**config.mk**
```make
export PLATFORM = sky130hd
export DESIGN_NAME = apb_master_bridge_flat
export DESIGN_NICKNAME = d
export VERILOG_FILES = /design/src/rtl/apb_master_bridge_pkg.sv /design/src/rtl/apb_master_bridge_if.sv /design/src/rtl/apb_master_bridge_wait_timer.sv /design/src/rtl/apb_master_bridge.sv /design/src/flat_wrapper.sv
export SDC_FILE = /design/constraint.sdc
export NUM_CORES = 1
export LEC_CHECK = 0
export ABC_AREA = 1
export BUFFER_PORTS_ARGS = -buffer_cell sky130_fd_sc_hd__buf_2
export CORE_MARGIN = 2
export CORE_UTILIZATION = 50
export CTS_CLUSTER_DIAMETER = 60
export DETAILED_ROUTE_END_ITERATION = 10
export PLACE_DENSITY = 0.82
export SLEW_MARGIN = 0
export SYNTH_ARGS = -nofsm -noshare
export SYNTH_HDL_FRONTEND = slang
export SYNTH_SLANG_ARGS = --single-unit
```
**constraint.sdc**
```tcl
create_clock -name PCLK -period 3 [get_ports PCLK]
set_input_delay 0.15 -clock PCLK [delete_from_list [all_inputs] [get_ports PCLK]]
set_output_delay 0.15 -clock PCLK [all_outputs]
set_load 0.01 [all_outputs]
```
**src/rtl/apb_master_bridge_pkg.sv**
```systemverilog
// Shared APB definitions for the bridge and the GPIO/UART slaves.
// Holds the bridge state encoding, slave-select codes and default bus widths.
package apb_pkg;

  typedef enum logic [1:0] {
    IDLE   = 2'd0,
    SETUP  = 2'd1,
    ACCESS = 2'd2
  } state_e;

  localparam logic SEL_GPIO = 1'b0;
  localparam logic SEL_UART = 1'b1;

  localparam int APB_ADDR_W = 8;
  localparam int APB_DATA_W = 8;

endpackage

```
**src/rtl/apb_master_bridge_if.sv**
```systemverilog
// Command/response handshake plus the APB requester-side bus, bundled together.
// The master modport is the bridge; the slave modport is the controller/peripheral side.
interface apb_master_bridge_if #(
  parameter int ADDR_W = apb_pkg::APB_ADDR_W,
  parameter int DATA_W = apb_pkg::APB_DATA_W
);
  logic              cmd_valid;
  logic              cmd_ready;
  logic              cmd_write;
  logic              cmd_sel;
  logic [ADDR_W-1:0] cmd_addr;
  logic [DATA_W-1:0] cmd_wdata;
  logic              rsp_valid;
  logic [DATA_W-1:0] rsp_rdata;
  logic              rsp_err;
  logic              PSEL1;
  logic              PSEL2;
  logic              PENABLE;
  logic [ADDR_W-1:0] PADDR;
  logic              PWRITE;
  logic [DATA_W-1:0] PWDATA;
  logic [DATA_W-1:0] PRDATA;
  logic              PREADY;

  modport master (
    input  cmd_valid, cmd_write, cmd_sel, cmd_addr, cmd_wdata, PRDATA, PREADY,
    output cmd_ready, rsp_valid, rsp_rdata, rsp_err,
    output PSEL1, PSEL2, PENABLE, PADDR, PWRITE, PWDATA
  );

  modport slave (
    output cmd_valid, cmd_write, cmd_sel, cmd_addr, cmd_wdata, PRDATA, PREADY,
    input  cmd_ready, rsp_valid, rsp_rdata, rsp_err,
    input  PSEL1, PSEL2, PENABLE, PADDR, PWRITE, PWDATA
  );
endinterface

```
**src/rtl/apb_master_bridge_wait_timer.sv**
```systemverilog
// ACCESS-phase wait-state counter; o_tc flags the cycle where the count equals TIMEOUT.
// A TIMEOUT of 0 holds o_tc low, so a stalled slave is waited on indefinitely.
module apb_wait_timer #(
  parameter int TIMEOUT = 15,
  parameter int CNT_W   = 4
) (
  input  logic PCLK,
  input  logic PRESETn,
  input  logic i_clr,
  input  logic i_en,
  output logic o_tc
);

  logic [CNT_W-1:0] r_cnt;

  always_ff @(posedge PCLK or negedge PRESETn) begin
    if (!PRESETn) begin
      r_cnt <= '0;
    end else if (i_clr) begin
      r_cnt <= '0;
    end else if (i_en) begin
      r_cnt <= r_cnt + 1'b1;
    end
  end

  assign o_tc = (TIMEOUT != 0) && (r_cnt == CNT_W'(TIMEOUT));

endmodule

```
**src/rtl/apb_master_bridge.sv**
```systemverilog
// APB requester for the GPIO (PSEL1) and UART (PSEL2) slaves: one command in,
// SETUP/ACCESS on the bus, one-cycle response strobe out (data or timeout error).
module apb_master_bridge
  import apb_pkg::*;
#(
  parameter int ADDR_W  = APB_ADDR_W,
  parameter int DATA_W  = APB_DATA_W,
  parameter int TIMEOUT = 15,
  parameter int CNT_W   = 4
) (
  input  logic                PCLK,
  input  logic                PRESETn,
  apb_master_bridge_if.master bus
);

  // state  | meaning
  // IDLE   | cmd_ready high, bus deselected; accepts a command
  // SETUP  | PSELx high, PENABLE low; wait counter cleared
  // ACCESS | PSELx and PENABLE high; waiting on PREADY or timeout

  state_e            r_state;
  state_e            w_state_nxt;
  logic              w_accept;
  logic              w_done;
  logic              w_abort;
  logic              w_clr;
  logic              w_en;
  logic              w_tc;

  logic              r_psel1;
  logic              r_psel2;
  logic              r_penable;
  logic [ADDR_W-1:0] r_paddr;
  logic              r_pwrite;
  logic [DATA_W-1:0] r_pwdata;
  logic              r_rsp_valid;
  logic [DATA_W-1:0] r_rsp_rdata;
  logic              r_rsp_err;

  apb_wait_timer #(
    .TIMEOUT (TIMEOUT),
    .CNT_W   (CNT_W)
  ) u_wait_timer (
    .PCLK    (PCLK),
    .PRESETn (PRESETn),
    .i_clr   (w_clr),
    .i_en    (w_en),
    .o_tc    (w_tc)
  );

  always_ff @(posedge PCLK or negedge PRESETn) begin
    if (!PRESETn) begin
      r_state <= IDLE;
    end else begin
      r_state <= w_state_nxt;
    end
  end

  always_comb begin
    w_state_nxt = r_state;
    w_accept    = 1'b0;
    w_done      = 1'b0;
    w_abort     = 1'b0;
    w_clr       = 1'b0;
    w_en        = 1'b0;
    case (r_state)
      IDLE: begin
        if (bus.cmd_valid) begin
          w_accept    = 1'b1;
          w_state_nxt = SETUP;
        end
      end
      SETUP: begin
        w_clr       = 1'b1;
        w_state_nxt = ACCESS;
      end
      ACCESS: begin
        // PREADY wins over a coincident terminal count
        if (bus.PREADY) begin
          w_done      = 1'b1;
          w_state_nxt = IDLE;
        end else if (w_tc) begin
          w_abort     = 1'b1;
          w_state_nxt = IDLE;
        end else begin
          w_en        = 1'b1;
        end
      end
      default: w_state_nxt = IDLE;
    endcase
  end

  always_ff @(posedge PCLK or negedge PRESETn) begin
    if (!PRESETn) begin
      r_psel1     <= 1'b0;
      r_psel2     <= 1'b0;
      r_penable   <= 1'b0;
      r_paddr     <= '0;
      r_pwrite    <= 1'b0;
      r_pwdata    <= '0;
      r_rsp_valid <= 1'b0;
      r_rsp_rdata <= '0;
      r_rsp_err   <= 1'b0;
    end else begin
      r_rsp_valid <= w_done | w_abort;
      if (w_accept) begin
        r_psel1  <= (bus.cmd_sel == SEL_GPIO);
        r_psel2  <= (bus.cmd_sel == SEL_UART);
        r_paddr  <= bus.cmd_addr;
        r_pwrite <= bus.cmd_write;
        r_pwdata <= bus.cmd_wdata;
      end
      if (r_state == SETUP) begin
        r_penable <= 1'b1;
      end
      // Address, direction and write data deliberately keep their last values
      if (w_done || w_abort) begin
        r_psel1     <= 1'b0;
        r_psel2     <= 1'b0;
        r_penable   <= 1'b0;
        r_rsp_rdata <= (w_done && !r_pwrite) ? bus.PRDATA : '0;
        r_rsp_err   <= w_abort;
      end
    end
  end

  assign bus.cmd_ready = (r_state == IDLE) && PRESETn;
  assign bus.rsp_valid = r_rsp_valid;
  assign bus.rsp_rdata = r_rsp_rdata;
  assign bus.rsp_err   = r_rsp_err;
  assign bus.PSEL1     = r_psel1;
  assign bus.PSEL2     = r_psel2;
  assign bus.PENABLE   = r_penable;
  assign bus.PADDR     = r_paddr;
  assign bus.PWRITE    = r_pwrite;
  assign bus.PWDATA    = r_pwdata;

endmodule

```
**src/flat_wrapper.sv**
```systemverilog
// flat-port wrapper written by rule: the top's interface ports become plain ports
module apb_master_bridge_flat import apb_pkg::*;
#(
  parameter int ADDR_W  = APB_ADDR_W,
  parameter int DATA_W  = APB_DATA_W,
  parameter int TIMEOUT = 15,
  parameter int CNT_W   = 4
)
  (PCLK, PRESETn, bus_cmd_valid, bus_cmd_write, bus_cmd_sel, bus_cmd_addr, bus_cmd_wdata, bus_PRDATA, bus_PREADY, bus_cmd_ready, bus_rsp_valid, bus_rsp_rdata, bus_rsp_err, bus_PSEL1, bus_PSEL2, bus_PENABLE, bus_PADDR, bus_PWRITE, bus_PWDATA);
  apb_master_bridge_if #(.ADDR_W(ADDR_W), .DATA_W(DATA_W)) bus_i ();
  input  logic PCLK;
  input  logic PRESETn;
  input wire logic [$bits(bus_i.cmd_valid)-1:0] bus_cmd_valid;
  input wire logic [$bits(bus_i.cmd_write)-1:0] bus_cmd_write;
  input wire logic [$bits(bus_i.cmd_sel)-1:0] bus_cmd_sel;
  input wire logic [$bits(bus_i.cmd_addr)-1:0] bus_cmd_addr;
  input wire logic [$bits(bus_i.cmd_wdata)-1:0] bus_cmd_wdata;
  input wire logic [$bits(bus_i.PRDATA)-1:0] bus_PRDATA;
  input wire logic [$bits(bus_i.PREADY)-1:0] bus_PREADY;
  output wire logic [$bits(bus_i.cmd_ready)-1:0] bus_cmd_ready;
  output wire logic [$bits(bus_i.rsp_valid)-1:0] bus_rsp_valid;
  output wire logic [$bits(bus_i.rsp_rdata)-1:0] bus_rsp_rdata;
  output wire logic [$bits(bus_i.rsp_err)-1:0] bus_rsp_err;
  output wire logic [$bits(bus_i.PSEL1)-1:0] bus_PSEL1;
  output wire logic [$bits(bus_i.PSEL2)-1:0] bus_PSEL2;
  output wire logic [$bits(bus_i.PENABLE)-1:0] bus_PENABLE;
  output wire logic [$bits(bus_i.PADDR)-1:0] bus_PADDR;
  output wire logic [$bits(bus_i.PWRITE)-1:0] bus_PWRITE;
  output wire logic [$bits(bus_i.PWDATA)-1:0] bus_PWDATA;
  assign bus_i.cmd_valid = bus_cmd_valid;
  assign bus_i.cmd_write = bus_cmd_write;
  assign bus_i.cmd_sel = bus_cmd_sel;
  assign bus_i.cmd_addr = bus_cmd_addr;
  assign bus_i.cmd_wdata = bus_cmd_wdata;
  assign bus_i.PRDATA = bus_PRDATA;
  assign bus_i.PREADY = bus_PREADY;
  assign bus_cmd_ready = bus_i.cmd_ready;
  assign bus_rsp_valid = bus_i.rsp_valid;
  assign bus_rsp_rdata = bus_i.rsp_rdata;
  assign bus_rsp_err = bus_i.rsp_err;
  assign bus_PSEL1 = bus_i.PSEL1;
  assign bus_PSEL2 = bus_i.PSEL2;
  assign bus_PENABLE = bus_i.PENABLE;
  assign bus_PADDR = bus_i.PADDR;
  assign bus_PWRITE = bus_i.PWRITE;
  assign bus_PWDATA = bus_i.PWDATA;
  apb_master_bridge #(.ADDR_W(ADDR_W), .DATA_W(DATA_W), .TIMEOUT(TIMEOUT), .CNT_W(CNT_W)) u_core (.PCLK(PCLK), .PRESETn(PRESETn), .bus(bus_i));
endmodule
```
After elaboration in Yosys (flattened, before gate mapping)
Cells that the tools add are included.
{"block": "op_classes", "mux": 24, "n_lt_le_gt_ge": 0, "n_div": 0, "eq_ne": 5, "shifts": 0, "n_reduce_logical": 9, "n_addsub": 1, "multipliers": 0, "bitwise": 2}
{"operator": "$mux 1", "n": 17}
{"operator": "$mux 4", "n": 2}
{"operator": "$mux 8", "n": 1}
{"operator": "$mux 2", "n": 3}
{"operator": "$pmux 2 s3", "n": 1}
{"operator": "$reduce_bool 2->1", "n": 3}
{"operator": "$add 4x1->4 const B", "n": 1}
{"operator": "$eq 4x4->1 const B", "n": 1}
{"operator": "$ne 3x3->1 const B", "n": 1}
{"operator": "$eq 2x1->1 const B", "n": 1}
{"operator": "$eq 2x2->1 const B", "n": 1}
{"operator": "$logic_and 1x1->1", "n": 2}
{"operator": "$logic_not 2->1", "n": 1}
{"operator": "$ne 2x2->1 const B", "n": 1}
{"operator": "$reduce_and 2->1", "n": 1}
{"operator": "$logic_not 1->1", "n": 1}
{"operator": "$logic_or 1x1->1", "n": 1}
{"operator": "$not 1->1", "n": 1}
{"operator": "$or 1x1->1", "n": 1}
{"block": "totals", "n_memories": 0, "ramBits": 0, "romBits": 0, "inputBits": 30, "latch_bits": 0, "ff_bits": 36}

Logic depth before layout (Yosys ltp)
Gate-level depths: netlist of the first run.
{"block": "logic_depth", "word_depth": 6, "ltp_mapped": 7}

Modules after synthesis
From an unflattened synthesis of the first run, not the netlist that was laid out.
{"block": "unflattened", "hier_cells": 169, "area_unflattened_um2": 1502.7}
{"module": "apb_master_bridge", "seq_area_each_um2": 800.8, "area_per_inst_um2": 1291.2, "n_inst": 1, "cells_per_inst": 143}
{"module": "apb_wait_timer", "seq_area_each_um2": 100.1, "area_per_inst_um2": 211.5, "n_inst": 1, "cells_per_inst": 26}

Worst setup path before layout of the first run
No wires, ideal clock.
{"block": "synth_timing", "path_kind": "register to register", "start": "reg u_core.u_wait_timer.r_cnt[0]", "end": "reg u_core.r_rsp_rdata[0], in the netlist u_core.bus.rsp_rdata[0]", "stages_incl_launch_ff": 7, "synth_period_minus_slack_ns": 1.147, "required_time_ns": 2.883, "arrival_time_ns": 1.029, "slack_ns": 1.853, "setup_time_ns": 0.117, "cell_sequence": "dfrtp_1 -> ha_1 -> nand2_1 -> nor2_1 -> nand2_4 -> nand3_1 -> nand2_1"}
{"block": "synth_via", "elab_chain_len": 5}
{"element": "start: declaration", "line": "apb_master_bridge_wait_timer.sv:14", "text": "logic [CNT_W-1:0] r_cnt;"}
{"element": "start signal: assignment", "line": "apb_master_bridge_wait_timer.sv:22", "text": "r_cnt <= r_cnt + 1'b1;"}
{"element": "$eq 4x4->1", "line": "apb_master_bridge_wait_timer.sv:26", "text": "assign o_tc = (TIMEOUT != 0) && (r_cnt == CNT_W'(TIMEOUT));"}
{"element": "$mux 1", "line": "apb_master_bridge.sv:82", "text": "end else if (w_tc) begin"}
{"element": "$mux 1", "line": "apb_master_bridge.sv:79", "text": "if (bus.PREADY) begin"}
{"element": "$mux 1", "line": "apb_master_bridge.sv:66", "text": "case (r_state)"}
{"element": "$logic_or 1x1->1", "line": "apb_master_bridge.sv:117", "text": "if (w_done || w_abort) begin"}
{"element": "end signal: assignment", "line": "apb_master_bridge.sv:121", "text": "r_rsp_rdata <= (w_done && !r_pwrite) ? bus.PRDATA : '0;"}
{"element": "end: declaration", "line": "apb_master_bridge.sv:37", "text": "logic [DATA_W-1:0] r_rsp_rdata;"}
Every way passes these cells.
A chain may end at the register's enable or synchronous reset.

Final worst setup path of the first run
{"block": "layout_timing", "start": "in PRESETn", "end": "out bus_cmd_ready"}
{"block": "layout_via", "elab_chain_len": 1}
{"element": "start: declaration", "line": "flat_wrapper.sv:12", "text": "input logic PRESETn;"}
{"element": "$logic_and 1x1->1", "line": "apb_master_bridge.sv:127", "text": "assign bus.cmd_ready = (r_state == IDLE) && PRESETn;"}
{"element": "end: declaration", "line": "flat_wrapper.sv:20", "text": "output wire logic [$bits(bus_i.cmd_ready)-1:0] bus_cmd_ready;"}
Every way passes these cells.

==> summary.md, run 1 <==
| Metric | Value |
|---|---|
| Status | complete, no violations |
| Syn_area_per_cell | 8.853 um2 |
| Fillers | 258 |
| Pre-CTS WS | 1.648 ns |
| Initial DRC count | 40 |
| Fraction of registers with async set/reset | 100.0% |
| Initial antenna violation count | 0 |
| TritonCTS clock tree | yes |
| Worst-path clk slew | 0.10 ns |
| Area grow syn2layout | 34.92% |
| Crit path arrival time | 1.55 ns |
| Hold buffers post-CTS | 18 |
| # setup viols final | 0 |
| Vias in the first global route | 1,288 |
| Clock latency on the worst-skew pair | 0.34 ns |
| DRT Wirelength | 3.231 mm |
| Die Ht | 59.19 um |
| Register bit total from synthesis | 36 |
| Post-DRT Antenna Nets | 0 |
| Max cap viols | 0 |
| First-pass GRT wire length | 5.416 mm |
| CP endpoint kind | output pin |
| Hpwl dp | 2.101 mm |
| Pre-antenna DRT Iters | 4 |
| Root buffer cell | clkbuf_4 |
| Min-delay worst type | in -> reg |
| Mapped Cells | 172 |
| Type of origin of the critical path | primary input |
| Final hold viol count | 0 |
| Vias per std cell | 4.669 |
| Post-synth EDFFs | 0 |
| Core ar. | 2978 um2 |
| Starting density of the core | 51.13% |
| Overflow after GRT | 0 |
| Worst-Margin Slew | 0.4413 ns |
| Setup_tns | 0 ns |
| RSZ-0062 raised after global routing | no |
| Fraction of layout cells with a size suffix above 1 | 31.50% |
| Die area | 3503 um2 |
| Die width | 59.19 um |
| Drt drc | 0 |
| Worst-case clock buffer depth | 2 |
| Most common cell after layout, fill and taps aside | nand2_1 |
| Layout net count | 285 |
| Worst slew margin | 70.58% |
| Final Wtd Congestion | 0.7838 |
| Final Max Tran Viols | 0 |
| CTS Sinks | 36 |
| IR Drop Worst-Case VDD | 0.5160 mV |
| H-tree lvl count | 2 |
| Num CTS Buffers | 5 |
| Row cnt | 20 |
| Total track usage | 20.92% |
| Most common flop cell mapped by yosys | dfrtp_1 |
| Clock Skew | 0.006712 ns |
| Tcrit/Tclk final | 56.77% |
| FMAX | 0.5872 GHz |
| Post-CTS Resized | 0 |
| Port buffer count | 60 |
| Leakage power | 0.001209 uW |
| Largest net degree at the start of global routing | 38 |
| Synth cell types | 16 |
| Multi-input gate area | 540.5 um2 |
| WS Path Type | in -> out |
| Final WS setup | 1.297 ns |
| Fin Hold WS | 0.01056 ns |
| Synth warn | 0 |
| Most frequent cells in the layout | nand2_1, buf_2, dfrtp_1 |
| Diodes inserted | 0 |
| Pwr dens | 856.6 nW/um2 |
| Crit-path max FO | 37 |
| Vias | 1,340 |
| Seq. cell area | 900.9 um2 |
| Post-CTS Setup Bufs | 0 |
| Register area share after synthesis | 59.16% |
| Crit path time final | 1.703 ns |
| WP data required | 2.85 ns |
| WL/cell | 11.26 um |
| Syn nets | 203 |
| IO Count | 61 |
| Mapped cell area | 1523 um2 |
final timing paths:
path,from,to,slack [ns],cells after the start
max in group asynchronous,PRESETn,u_core.bus.PENABLE$_DFFE_PN0P_,2.33,3
max,PRESETn,bus_cmd_ready,1.30,5
min in group asynchronous,PRESETn,u_core.bus.PWDATA[5]$_DFFE_PN0P_,0.36,3
max reg2reg,u_core.r_state[0]$_DFFE_PN0P_,u_core.bus.PWRITE$_DFFE_PN0P_,1.60,5
min,bus_cmd_addr[7],u_core.bus.PADDR[7]$_DFFE_PN0P_,0.01,3
min reg2reg,u_core.bus.PADDR[6]$_DFFE_PN0P_,u_core.bus.PADDR[6]$_DFFE_PN0P_,0.49,2
final cells by class:
class | count | area share, %
clock buffers | 5 | 1.827
clock inverters | 2 | 0.6090
inverters | 9 | 1.644
multi-input cells | 123 | 26.31
flip-flops and latches | 36 | 43.85
well taps | 33 | 2.010
repair buffers | 79 | 23.75
critical path, stage by stage:
cell and delay (ns):
dlygate4sd3_1 0.51, buf_2 0.09, buf_4 0.38, nor3b_1 0.24
buf_2 0.17
cells in the mapped netlist (2+ instances only):
cell type	count	area share, %
nor2_1	5	1.2
nor2_4	2	1.5
nand2_1	90	22
dfrtp_1	36	59
nand3_1	14	4.6
inv_2	2	0.49
nand2_4	2	1.5
inv_1	7	1.7
nor2_2	4	1.6
nand2_2	2	0.82
buf_6	3	2.2
sequential cells by signal, indices dropped and copies added (netlist names):
name,cells
u_core.bus.rsp_err,1
u_core.bus.PADDR,8
u_core.r_state,2
u_core.bus.PSEL1,1
u_core.bus.PENABLE,1
u_core.bus.rsp_rdata,8
u_core.u_wait_timer.r_cnt,4
u_core.bus.PWDATA,8
u_core.bus.PWRITE,1
u_core.bus.rsp_valid,1
u_core.bus.PSEL2,1
report_power, final:
group	switching, uW	internal (uW)
sequential	126	690
clock	153	85.3
combinational	419	287
kinds of logic (layout without fill, tap and decap cells):
kind of cell	Yosys count	after routing	synth area share, %
AO/OA/AOI/OAI	1	1	0.3284
adder cells (fa/ha/maj)	1	1	0.8216
buffers and inverters	13	95	5.341
flip-flops	36	36	59.16
AND/OR/NAND/NOR	121	121	34.35
per-stage QoR:
| step | area (um2) | instances | power [uW] | utilization [%] |
|---|---|---|---|---|
| after global placement | 1824 | 262 | 1493 | 61.26 |
| final | 2054 | 287 | 1760 | 68.99 |
| after floorplan | 1523 | 172 | 1262 | - |
| after global routing | 2054 | 287 | 1908 | 68.99 |
| after detailed placement | 1824 | 262 | 1513 | 61.26 |
| after CTS | 2054 | 287 | 1769 | 68.99 |
layer usage:
metal  vias up  GRT usage [%]  part of all wire (%)
met1       609          25.07                    42
met4         0          9.740                   1.8
met5         -              0                     0
met2        36          36.11                    52
li1        690              -                     -
met3         5          3.930                   3.8
Power figures use the tool's default switching activity.
==> inputs of run 2 (changes only) <==
--- a/config.mk
+++ b/config.mk
@@ -8,10 +8,10 @@
 export ABC_AREA = 1
 export BUFFER_PORTS_ARGS = -buffer_cell sky130_fd_sc_hd__buf_2
 export CORE_MARGIN = 2
-export CORE_UTILIZATION = 50
+export CORE_UTILIZATION = 43
 export CTS_CLUSTER_DIAMETER = 60
 export DETAILED_ROUTE_END_ITERATION = 10
-export PLACE_DENSITY = 0.82
+export PLACE_DENSITY = 0.75
 export SLEW_MARGIN = 0
 export SYNTH_ARGS = -nofsm -noshare
 export SYNTH_HDL_FRONTEND = slang
==> constraint.sdc (replaced) <==
create_clock -name PCLK -period 1.43 [get_ports PCLK]
set_input_delay 0.0715 -clock PCLK [delete_from_list [all_inputs] [get_ports PCLK]]
set_output_delay 0.0715 -clock PCLK [all_outputs]
set_load 0.01 [all_outputs]
==> run 2 against run 1 <==
Net effect:
- die area is 15% higher
- clock power grew to 2.5 times the previous value
- via count is 5.8% higher
- sequential cell count stayed put
- worst hold slack better by 0.036 ns
- count of clock-buffer cells in the layout is 2 higher
- sequential share of layout area is 2.4 points lower
- power is 120% higher
- final area is 5.8% higher
- clock skew is 0.00050 ns lower
==> summary.md, run 2 (same netlist as run 1, synthesis figures left out) <==
| Metric | Value |
|---|---|
| Crit-path slowest cell | dfrtp_1 |
| Overflow after GRT | 0 (unchanged) |
| Clock latency on the worst-skew pair | 0.34 ns (about the same) |
| Die area | 4033 um2 (+15%) |
| H-tree lvl count | 2 (unchanged) |
| Largest net degree at the start of global routing | 37 (-2.6%) |
| Drt drc | 0 (unchanged) |
| Vias | 1,418 (+5.8%) |
| Critical Path Max Stage Delay | 0.43 ns (-0.08 ns) |
| Setup_tns | 0 ns (unchanged) |
| Worst-path clk slew | 0.10 ns (about the same) |
| Most common cell after layout, fill and taps aside | nand2_1 |
| Initial antenna violation count | 0 (unchanged) |
| Num CTS Buffers | 5 (unchanged) |
| Post-DRT Antenna Nets | 0 (unchanged) |
| Post-Layout Inst Area | 2173 um2 (+5.8%) |
| Row cnt | 21 (+5.0%) |
| Diodes inserted | 0 (unchanged) |
| Worst-case clock buffer depth | 2 (unchanged) |
| Vias per std cell | 4.589 (-1.7%) |
| WS Path Type | reg -> reg |
| Port buffer count | 60 (unchanged) |
| IO Count | 61 (unchanged) |
| Die Ht | 63.51 um (+7.3%) |
| Most frequent cells in the layout | nand2_1, buf_2, dfrtp_1 |
| Clock Skew | 0.006212 ns (-0.0005001 ns) |
| Area grow syn2layout | 42.73% |
| Tcrit/Tclk final | 92.60% |
| TritonCTS clock tree | yes |
| Vias in the first global route | 1,475 (+15%) |
| WP data required | 1.67 ns (-1.18 ns) |
| Core ar. | 3363 um2 (+13%) |
| Initial DRC count | 69 (+73%) |
| Die width | 63.51 um (+7.3%) |
| CTS Sinks | 36 (unchanged) |
| Starting density of the core | 45.28% (-5.9 points) |
| Layout net count | 294 (+3.2%) |
| IR Drop Worst-Case VDD | 1.083 mV (+110%) |
| Placed inst area | 1848 um2 (+1.3%) |
| First-pass GRT wire length | 6.299 mm (+16%) |
| WL/cell | 11.36 um (+0.90%) |
| Final Wtd Congestion | 0.8127 (+3.7%) |
| Worst-Margin Slew | 0.4357 ns (-0.005612 ns) |
| Pwr dens | 1765 nW/um2 (+110%) |
| Crit path arrival time | 1.56 ns (about the same) |
| FMAX | 0.7552 GHz |
| Inst Count DP | 276 (+5.3%) |
| DRT Wirelength | 3.510 mm (+8.6%) |
| CP endpoint kind | flip-flop |
| # setup viols final | 0 (unchanged) |
| Pre-antenna DRT Iters | 4 (unchanged) |
| Total power | 3835 uW (+120%) |
| Crit path cell chain | ha_1 -> nand2_1 -> nor2_1 -> nand2_4 -> nand3_1 -> nand2_1 |
| Leakage power | 0.001257 uW (+4.0%) |
| Crit path time final | 1.324 ns |
| Fraction of layout cells with a size suffix above 1 | 30.80% (-0.70 points) |
| Hpwl dp | 2.233 mm (+6.3%) |
| Max cap viols | 0 (unchanged) |
| Crit path top cell by count | nand2_1 |
| Root buffer cell | clkbuf_4 |
| Final hold viol count | 0 (unchanged) |
| Type of origin of the critical path | flip-flop |
| Final Max Tran Viols | 0 (unchanged) |
| Core Util, Final | 64.62% (-4.4 points) |
| Total track usage | 20.47% (-0.45 points) |
| Status | complete, no violations |
| Min-delay worst type | in -> reg |
| Crit-path max FO | 10 (-73%) |
| RSZ-0062 raised after global routing | no |
| Worst slew margin | 70.95% (+0.37 points) |
| Fin cells | 309 (+7.7%) |
-- run 2: worst max-delay path: cells and delay by family, from the launching register on --
| family | cells | cell delay, ns |
|---|---|---|
| adder cells (fa/ha/maj) | 1 | 0.20 |
| flip-flops | 1 | 0.43 |
| AND/OR/NAND/NOR | 5 | 0.60 |
-- run 2: timing repair --
item | 4_1_cts | 5_1_grt
resized for setup | 0 | 0
buffers inserted | 0 | 0
hold buffers | 26 | 0
hold endpoints to repair | 61 | 0
endpoints found under the setup margin | 0 | 0
-- run 2: power breakdown --
| part | internal [uW] | switching (uW) | leakage [uW] | total (uW) |
|---|---|---|---|---|
| registers | 1450 | 281 | 0.000456 | 1730 |
| clock network | 279 | 320 | 0.0000374 | 598 |
| logic | 629 | 879 | 0.000764 | 1510 |
| total | 2360 | 1480 | 0.00126 | 3840 |
-- run 2: per-stage QoR --
step	hold WS, ns	worst slack [ns]
2_1_floorplan	-0.2241	0.2832
3_3_place_gp	0.1580	0.1562
3_5_place_dp	0.1497	0.1255
4_1_cts	0.04266	0.1117
5_1_grt	0.07270	0.01990
6_report	0.04668	0.1058
-- run 2: cell type report --
cell class	instances	area (um2)
tap	46	57.56
clock buffer	7	65.06
timing repair buffer	88	575.6
inverter	9	33.78
multi-input combinational	123	540.5
sequential	36	900.9
fill	299	1190
-- run 2: path summary, 6_finish.rpt --
kind	from	end	slack, ns	depth (start not counted)
setup / recovery	u_core.u_wait_timer.r_cnt[0]$_DFFE_PN0P_	u_core.bus.rsp_rdata[0]$_DFFE_PN0P_	0.11	6
hold / removal	bus_cmd_valid	u_core.bus.PADDR[6]$_DFFE_PN0P_	0.05	4
setup reg to reg	u_core.u_wait_timer.r_cnt[0]$_DFFE_PN0P_	u_core.bus.rsp_rdata[0]$_DFFE_PN0P_	0.11	6
hold reg to reg	u_core.bus.PWDATA[5]$_DFFE_PN0P_	u_core.bus.PWDATA[5]$_DFFE_PN0P_	0.48	2
max in group asynchronous	PRESETn	u_core.bus.PWDATA[1]$_DFFE_PN0P_	0.80	3
min in group asynchronous	PRESETn	u_core.bus.PSEL2$_DFFE_PN0P_	0.32	3
-- run 2: per-layer routing --
layer  share of wire, %  vias up  routed length, um  GRT usage [%]
met3                6.0        4                211          6.786
li1                   -      709                  -              -
met1                 44      654               1530          24.47
met2                 50       51               1753          34.34
met4               0.46        0                 16          7.337
met5                  0        -                  0              0
==> inputs of run 3 (changes only) <==
--- a/config.mk
+++ b/config.mk
@@ -11,7 +11,8 @@
 export CORE_UTILIZATION = 43
 export CTS_CLUSTER_DIAMETER = 60
 export DETAILED_ROUTE_END_ITERATION = 10
-export PLACE_DENSITY = 0.75
+export PLACE_DENSITY = 0.71
+export RECOVER_POWER = 50
 export SLEW_MARGIN = 0
 export SYNTH_ARGS = -nofsm -noshare
 export SYNTH_HDL_FRONTEND = slang
==> run 3 against run 2 <==
Net effect:
- fmax grew 0.87%
- sequential share of layout area increased by 0.43 points
- cell count unchanged
- first-iteration DRC count down 39%
- via count down 1.7%
- power down 0.95%
- die area is the same
- sequential cell count is the same
- utilization down 0.67 points
- clock power rose by 0.8%
- largest cell class unchanged
- sequential power is essentially flat
==> summary.md, run 3 (same netlist as run 1, synthesis figures left out) <==
| Metric | Value |
|---|---|
| Tcrit/Tclk final | 91.80% (-0.79 points) |
| Overflow after GRT | 0 (unchanged) |
| M2 GR Usage | 34.21% (-0.13 points) |
| Area grow syn2layout | 41.25% |
| Port buffer count | 60 (unchanged) |
| Vias | 1,394 (-1.7%) |
| Core Util, Final | 63.95% (-0.67 points) |
| Drt drc | 0 (unchanged) |
| Post-DRT Antenna Nets | 0 (unchanged) |
| Initial DRC count | 42 (-39%) |
| Die Ht | 63.51 um (unchanged) |
| Num CTS Buffers | 5 (unchanged) |
| Crit-path slowest cell | dfrtp_1 |
| DRT Wirelength | 3.744 mm (+6.7%) |
| Clock latency on the worst-skew pair | 0.34 ns (about the same) |
| Setup_tns | 0 ns (unchanged) |
| Pwr dens | 1766 nW/um2 (about the same) |
| Root buffer cell | clkbuf_4 |
| Pre-antenna DRT Iters | 4 (unchanged) |
| Multi-input gate area | 540.5 um2 (unchanged) |
| Die area | 4033 um2 (unchanged) |
| TritonCTS clock tree | yes |
| Met3 Use GR | 6.071% (-0.71 points) |
| Final Wtd Congestion | 0.8150 (+0.28%) |
| Fraction of layout cells with a size suffix above 1 | 24.71% (-6.1 points) |
| Critical Path Max Stage Delay | 0.46 ns (+0.03 ns) |
| Met1 usage | 24.76% (+0.29 points) |
| Diodes inserted | 0 (unchanged) |
| Layout net count | 294 (unchanged) |
| FMAX | 0.7617 GHz (+0.87%) |
| Crit path arrival time | 1.24 ns (-0.32 ns) |
| WS Path Type | reg -> out |
| Status | complete, no violations |
| IO Count | 61 (unchanged) |
| Min-delay worst type | in -> reg |
| Vias per std cell | 4.511 (-1.7%) |
| Worst-case clock buffer depth | 2 (unchanged) |
| # setup viols final | 0 (unchanged) |
| First-pass GRT wire length | 6.251 mm (-0.76%) |
| Hpwl dp | 2.321 mm (+3.9%) |
| Leakage power | 0.001204 uW (-4.2%) |
| Type of origin of the critical path | flip-flop |
| Busiest grt layer | met2 |
| Pre-CTS WS | 0.1578 ns (+0.03224 ns) |
| Total power | 3798 uW (-0.95%) |
| CP endpoint kind | output pin |
| Seq. cell area | 900.9 um2 (unchanged) |
| Row cnt | 21 (unchanged) |
| Total track usage | 20.48% (about the same) |
| Crit path time final | 1.313 ns (-0.01137 ns) |
| Most frequent cells in the layout | nand2_1, buf_2, dfrtp_1 |
| Fillers | 308 (+3.0%) |
| CTS Sinks | 36 (unchanged) |
| Max cap viols | 0 (unchanged) |
| Final hold viol count | 0 (unchanged) |
| H-tree lvl count | 2 (unchanged) |
| Starting density of the core | 45.28% (unchanged) |
| Vias in the first global route | 1,387 (-6.0%) |
| RSZ-0062 raised after global routing | no |
| Final Max Tran Viols | 0 (unchanged) |
| IR Drop Worst-Case VDD | 0.9349 mV (-14%) |
| WL/cell | 12.12 um (+6.7%) |
| Worst-Margin Slew | 0.8682 ns (+0.4324 ns) |
| Worst-path clk slew | 0.11 ns (about the same) |
| Final WS setup | 0.1172 ns (+0.01137 ns) |
| Core ar. | 3363 um2 (unchanged) |
| Largest net degree at the start of global routing | 37 (unchanged) |
| Most common cell after layout, fill and taps aside | nand2_1 |
| Die width | 63.51 um (unchanged) |
| WP data required | 1.36 ns (-0.31 ns) |
| Worst slew margin | 42.12% (-29 points) |
| Crit-path max FO | 6 (-4) |
| Crit path cell chain | nor3b_1 -> buf_2 |
| Initial antenna violation count | 0 (unchanged) |
| Clock Skew | 0.006136 ns (-0.00007658 ns) |
==> run 3: final cells by class <==
type	count	share of cell area (%)
tap	46	2.676
timing repair buffer	88	25.71
clock buffer	7	3.025
multi-input combinational	123	25.13
sequential	36	41.88
inverter	9	1.571
==> run 3: where the power goes <==
part	internal, uW	switching (uW)	leakage (uW)
logic	575	885	0.000711
registers	1450	287	0.000456
clock network	279	324	0.0000374
total	2300	1500	0.00120
==> run 3: timing repair <==
action                                  CTS  global route
endpoints found under the hold margin    61             0
buffers inserted                          0             0
resized for setup                         0             0
hold buffers                             26             0
endpoints found under the setup margin    0             0
==> run 3: through the flow <==
| stage | instance area, um2 | std cells | hold WS (ns) |
|---|---|---|---|
| floorplan | 1523 | 172 | -0.2241 |
| global placement | 1848 | 276 | 0.1771 |
| CTS | 2173 | 309 | 0.03911 |
| global route | 2151 | 309 | 0.03829 |
| finish | 2151 | 309 | 0.04471 |
| detailed placement | 1848 | 276 | 0.1832 |
==> run 3: final timing paths <==
path | endpoint | startpoint | cells past startpoint | slack (ns)
worst max-delay path | bus_cmd_ready | u_core.r_state[0]$_DFFE_PN0P_ | 2 | 0.12
worst min-delay path | u_core.bus.PSEL1$_DFFE_PN0P_ | bus_cmd_sel | 4 | 0.04
worst max register to register | u_core.bus.rsp_rdata[3]$_DFFE_PN0P_ | u_core.u_wait_timer.r_cnt[0]$_DFFE_PN0P_ | 6 | 0.12
worst min register to register | u_core.bus.PWDATA[0]$_DFFE_PN0P_ | u_core.bus.PWDATA[0]$_DFFE_PN0P_ | 2 | 0.49
max in group asynchronous | u_core.bus.PADDR[4]$_DFFE_PN0P_ | PRESETn | 3 | 0.33
min in group asynchronous | u_core.bus.PWDATA[7]$_DFFE_PN0P_ | PRESETn | 3 | 0.56
==> run 3: critical path, delay by kind of cell, from the launching register on <==
| family | cells | cell delay [ns] |
|---|---|---|
| flip-flops | 1 | 0.46 |
| AND/OR/NAND/NOR | 1 | 0.27 |
| buffers and inverters | 1 | 0.18 |
==> run 3: per-layer routing <==
metal	vias to the layer above	part of all wire [%]
met2	38	52
met5	-	0
met1	639	42
met3	8	4.5
met4	0	1.9
li1	709	-
